### src/rtl/wb_data_sel_pipe.sv
// Writeback data select stage: picks one of NSRC sources (link address, extended
// load, or raw value), registers it with the write-back control behind a valid/ready handshake.
module wb_data_sel_pipe #(
  parameter int WIDTH       = 32,
  parameter int NSRC        = 4,
  parameter int SELW        = 2,
  parameter int LINK_SRC    = 2,
  parameter int LINK_OFFSET = 4,
  parameter int MEM_SRC     = 1
) (
  input  logic                  clk,
  input  logic                  reset,
  input  logic                  in_valid,
  output logic                  in_ready,
  input  logic [NSRC*WIDTH-1:0] src_data,
  input  logic [NSRC-1:0]       src_rdy,
  input  logic [SELW-1:0]       sel,
  input  logic [2:0]            ld_mode,
  input  logic [1:0]            addr_lo,
  input  logic                  wr_en_in,
  input  logic [4:0]            wr_addr_in,
  input  logic                  flush,
  output logic                  out_valid,
  input  logic                  out_ready,
  output logic [WIDTH-1:0]      out_data,
  output logic                  out_wr_en,
  output logic [4:0]            out_wr_addr,
  output logic                  stall_req
);

  // Byte/halfword extraction assumes WIDTH >= 32; addr_lo[0] is ignored for halves.
  function automatic logic [WIDTH-1:0] load_ext(input logic [WIDTH-1:0] w,
                                                input logic [2:0]       mode,
                                                input logic [1:0]       lo);
    logic [7:0]  b;
    logic [15:0] h;
    case (lo)
      2'd0:    b = w[7:0];
      2'd1:    b = w[15:8];
      2'd2:    b = w[23:16];
      default: b = w[31:24];
    endcase
    h = lo[1] ? w[31:16] : w[15:0];
    case (mode)
      3'b001:  load_ext = {{(WIDTH-8){b[7]}}, b};
      3'b010:  load_ext = {{(WIDTH-8){1'b0}}, b};
      3'b011:  load_ext = {{(WIDTH-16){h[15]}}, h};
      3'b100:  load_ext = {{(WIDTH-16){1'b0}}, h};
      default: load_ext = w;
    endcase
  endfunction

  logic [SELW-1:0]  sel_eff;
  logic [WIDTH-1:0] src_sel;
  logic             src_ok;
  logic             capture;

  logic             valid_q, valid_d;
  logic [WIDTH-1:0] data_q, data_d;
  logic             wr_en_q, wr_en_d;
  logic [4:0]       wr_addr_q, wr_addr_d;

  assign sel_eff = (32'(sel) < NSRC) ? sel : '0;

  always_comb begin
    src_sel = '0;
    src_ok  = 1'b0;
    for (int k = 0; k < NSRC; k++) begin
      if (sel_eff == SELW'(k)) begin
        src_sel = src_data[k*WIDTH +: WIDTH];
        src_ok  = src_rdy[k];
      end
    end
  end

  assign in_ready  = (!valid_q || out_ready) && !flush;
  assign capture   = in_valid && in_ready && src_ok;
  assign stall_req = in_valid && !flush && (!in_ready || !src_ok);

  always_comb begin
    valid_d   = valid_q;
    data_d    = data_q;
    wr_en_d   = wr_en_q;
    wr_addr_d = wr_addr_q;
    if (flush) begin
      valid_d = 1'b0;
      wr_en_d = 1'b0;
    end else if (capture) begin
      valid_d   = 1'b1;
      wr_en_d   = wr_en_in && (wr_addr_in != 5'd0);
      wr_addr_d = wr_addr_in;
      if (sel_eff == SELW'(LINK_SRC))
        data_d = src_sel + WIDTH'(LINK_OFFSET);
      else if (sel_eff == SELW'(MEM_SRC))
        data_d = load_ext(src_sel, ld_mode, addr_lo);
      else
        data_d = src_sel;
    end else if (valid_q && out_ready) begin
      valid_d = 1'b0;
      wr_en_d = 1'b0;
    end
  end

  // Output register; data is also reset so nothing reads back as X.
  always_ff @(posedge clk or posedge reset) begin
    if (reset) begin
      valid_q   <= 1'b0;
      data_q    <= '0;
      wr_en_q   <= 1'b0;
      wr_addr_q <= '0;
    end else begin
      valid_q   <= valid_d;
      data_q    <= data_d;
      wr_en_q   <= wr_en_d;
      wr_addr_q <= wr_addr_d;
    end
  end

  assign out_valid   = valid_q;
  assign out_data    = data_q;
  assign out_wr_en   = wr_en_q;
  assign out_wr_addr = wr_addr_q;

endmodule

### config.mk
export PLATFORM = sky130hd
export DESIGN_NAME = wb_data_sel_pipe
export DESIGN_NICKNAME = d
export VERILOG_FILES = /design/src/rtl/wb_data_sel_pipe.sv
export SDC_FILE = /design/constraint.sdc
export NUM_CORES = 1
export LEC_CHECK = 0
export ABC_AREA = 1
export ABC_CLOCK_PERIOD_IN_PS = 1500
export CORE_MARGIN = 2
export CORE_UTILIZATION = 25
export CTS_CLUSTER_SIZE = 10
export DETAILED_ROUTE_END_ITERATION = 10
export GPL_TIMING_DRIVEN = 0
export PLACE_DENSITY = 0.48
export SYNTH_ARGS = -nofsm -noshare
export SYNTH_HDL_FRONTEND = slang
export SYNTH_SLANG_ARGS = --single-unit
### constraint.sdc
create_clock -name clk -period 1.5 [get_ports clk]
set_input_delay 0.225 -clock clk [delete_from_list [all_inputs] [get_ports clk]]
set_output_delay 0.225 -clock clk [all_outputs]
set_load 0.01 [all_outputs]
==> results by group <==
Synth
  – Mapped cell area: 5230 µm²
  – Seq cells post-synth: 39
  – Mapped Cells: 901
  – Seq/Total Area, Yosys: 18.6%
  – Unique masters post-synth: 44
  – Synth warn: 0
  – Avg Cell Area, Syn: 5.81 µm²
  – Syn nets: 1052

Setup path
  – Slowest cell on crit path: clkdlybuf4s50_1
  – Critical-path cell list: clkdlybuf4s50_1 -> nand2_4 -> nand4_4 -> ha_4 -> nand2_4 -> nor2_4 -> nand2_4 -> nor2_4 -> a21oi_2 -> o21ai_1 -> nand2_1 -> nand2_1 -> nand2_1
  – Crit start category: primary input
  – R2R depth: 8
  – CP max FO: 4
  – Path type of the worst setup path: in2reg
  – Reg2Reg Launch Point: out_valid
  – Critical path's largest stage delay: 0.51 ns
  – R2R Setup Slk: 0.05 ns
  – Reg2reg end: out_data[14]
  – Crit path capture type: register
  – Crit path required time: 1.68 ns
  – WP data arrival: 2.06 ns

GRT
  – Vias in the first global route: 7019
  – GRT Total Usage: 23.6%
  – Remaining Overflow, GRT: 0
  – Initial antenna violation count: 0
  – Largest net degree at the start of global routing: 40
  – First-pass GRT wire length: 39.9 mm

Timing
  – Final setup margin: -0.380 ns
  – Slew HR: 45.3%
  – Min cycle time layout: 1.88 ns
  – Number of setup violations in the final report: 40
  – Max Freq: 532 MHz
  – Tcrit/Tclk final: 125%
  – Fin. max-slew vios: 0
  – Slew @ Worst Pin: 0.819 ns
  – Fin Setup TNS: -9.20 ns
  – Clk_skew: 0.00702 ns
  – Worst hold slack: 0.419 ns
  – RSZ-0062 raised after global routing: yes
  – Final hold violations: 0

Cells and area
  – Nets: 1375
  – Design area: 10400 µm²
  – Layout area overhead: 98.9%
  – Antenna cells: 0
  – Final core occ: 51.1%
  – Layout cells sized above 1: 40.1%

Placement
  – Port bufs: 189
  – Dpl hpwl: 20.0 mm
  – Routability cong.: 0.933
  – Post-DP Area: 7610 µm²

Die
  – Die Span X: 149 µm
  – Row cnt: 52
  – Initial Util: 25.7%
  – Placeable core area: 20400 µm²
  – Die area: 22100 µm²
  – Chip Height: 149 µm
  – IO Pins: 191

Min path
  – Worst hold path type: in2async

Pwr
  – Gate power share: 57.2%
  – P_int: 4.14 mW
  – Switch share: 37.1%
  – Clock share of power: 21.0%
  – Flop pwr share: 21.9%
  – VDD IR max: 455 µV
  – Lkg Pwr: 4.87 nW
  – Tot Pwr: 6.59 mW
  – Net Switching: 2.45 mW
  – Power per cell area: 633 nW/µm²

Clock tree
  – Clock transition at path regs: 0.06 ns
  – CTS max path bufs: 2
  – Max H-tree Level: 2
  – Clock Latency Late Sink: 0.28 ns
  – CTS tree: built
  – Clock sink total: 39
  – CTS Hold Bufs: 0
  – CTS root buf: clkbuf_16
  – TritonCTS buffer count: 5

Detailed routing
  – DR iter-0 viols: 403
  – # DRC: 0
  – Wire per inst: 18.1 µm
  – Vias per cell: 4.88
  – First-pass detailed-route iteration total: 5
  – Total number of vias: 7290
  – Final wirelength: 27.1 mm
  – Antenna-violating nets left: 0

Outcome
  – Status: finished with violations
  – Failing checks: negative setup slack

Job
  – Max Cap Viol: 0
==> cell type report <==
cell class | count | area (µm²)
well taps | 270 | 338
fillers | 2084 | 9960
flip-flops and latches | 39 | 976
clock buffers | 6 | 129
inverters | 79 | 345
multi-input cells | 743 | 4860
plain buffers | 40 | 477
clock inverters | 2 | 60.1
repair buffers | 316 | 3220
==> layout by cell type (no fill, tap or decap), types with 11 or more instances in the layout <==
master and count:
o21ai_1 26, buf_6 37, nor2_2 22, nor2_1 29
nand2_2 66, inv_1 52, inv_2 15, nand3_2 55
nand2_1 284, dlygate4sd2_1 19, buf_12 19, nand2_4 43
nand3_1 40, clkdlybuf4s50_1 163, dfrtp_1 39, a21oi_1 25
nand4_1 17, nand4_4 11, buf_4 81, nor2_4 38
==> how the worst max path moves through the flow <==
stage / end / startpoint / slack [ns]
after floorplan: out_data[28] / sel[1] / -0.17
after global placement: out_data[31] / sel[0] / -1.50
after detailed placement: out_data[5] / sel[0] / -1.51
after CTS: out_data[14] / sel[0] / -0.28
after global routing: out_data[14] / src_data[102] / -0.45
final: out_data[14] / src_data[2] / -0.38
==> synthesized netlist by cell type, drive strengths merged <==
cell | n | area [µm²]
nand2 | 396 | 1570
nand3 | 105 | 661
nor2 | 90 | 439
inv | 79 | 297
o21ai | 47 | 235
dfrtp | 39 | 976
a21oi | 35 | 175
buf | 30 | 269
nand4 | 28 | 262
or2 | 15 | 93.8
clkbuf | 10 | 37.5
o211ai | 5 | 37.5
a211oi | 4 | 30.0
xor2 | 3 | 26.3
a2bb2oi | 2 | 17.5
nand3b | 2 | 27.5
nor3 | 2 | 10.0
o221ai | 2 | 17.5
a21boi | 1 | 7.51
a31oi | 1 | 6.26
ha | 1 | 12.5
nor4 | 1 | 6.26
o21a | 1 | 7.51
o22ai | 1 | 6.26
or4 | 1 | 7.51
==> sequential cells by signal (all words and copies together), names as in the netlist <==
| name | count |
|---|---|
| out_data | 32 |
| out_wr_addr | 5 |
| out_wr_en | 1 |
| out_valid | 1 |
==> what timing repair did <==
item	CTS	global route
buffers inserted	72	46
pin swaps	93	115
resized for setup	257	196
endpoints found under the setup margin	41	40
cloned	7	3
==> power groups by stage <==
stage / Clock [mW] / Combinational [mW] / Sequential [mW]
after global routing: 1.46 / 4.03 / 1.47
after CTS: 1.40 / 3.33 / 1.44
after global placement: 0 / 2.76 / 1.45
after floorplan: 0 / 1.24 / 1.56
final: 1.38 / 3.77 / 1.44
after detailed placement: 0 / 2.76 / 1.45
==> worst max-delay path, delay by kind of cell <==
kind                       cells  cell delay, ns
AOI/OAI and AO/OA              2            0.18
adders and majority gates      1            0.18
and+or+nand+nor                9            0.96
buffers and inverters          1            0.51
==> per-stage QoR <==
step | setup WS [ns] | instances
final | -0.380 | 1495
after global routing | -0.454 | 1495
after CTS | -0.284 | 1447
after detailed placement | -1.51 | 1360
after global placement | -1.50 | 1360
after floorplan | -0.172 | 901
==> cells by family (layout without fill, tap and decap cells) <==
logic type | count (synthesis) | after routing | synth area share, %
and+or+nand+nor | 640 | 640 | 58.8
adders and majority gates | 1 | 1 | 0.239
buffers and inverters | 119 | 443 | 11.5
AOI/OAI and AO/OA | 99 | 99 | 10.3
xor gates and xnor gates | 3 | 3 | 0.502
DFF | 39 | 39 | 18.6
==> routing by layer <==
layer	track usage (%)	vias up	share of wire [%]
met2	40.3	235	49
met1	31.2	3450	43
li1	-	3569	-
met5	0	-	0
met3	3.31	36	5.1
met4	6.24	0	2.5
Note: power is estimated with default switching activity, not from simulation.
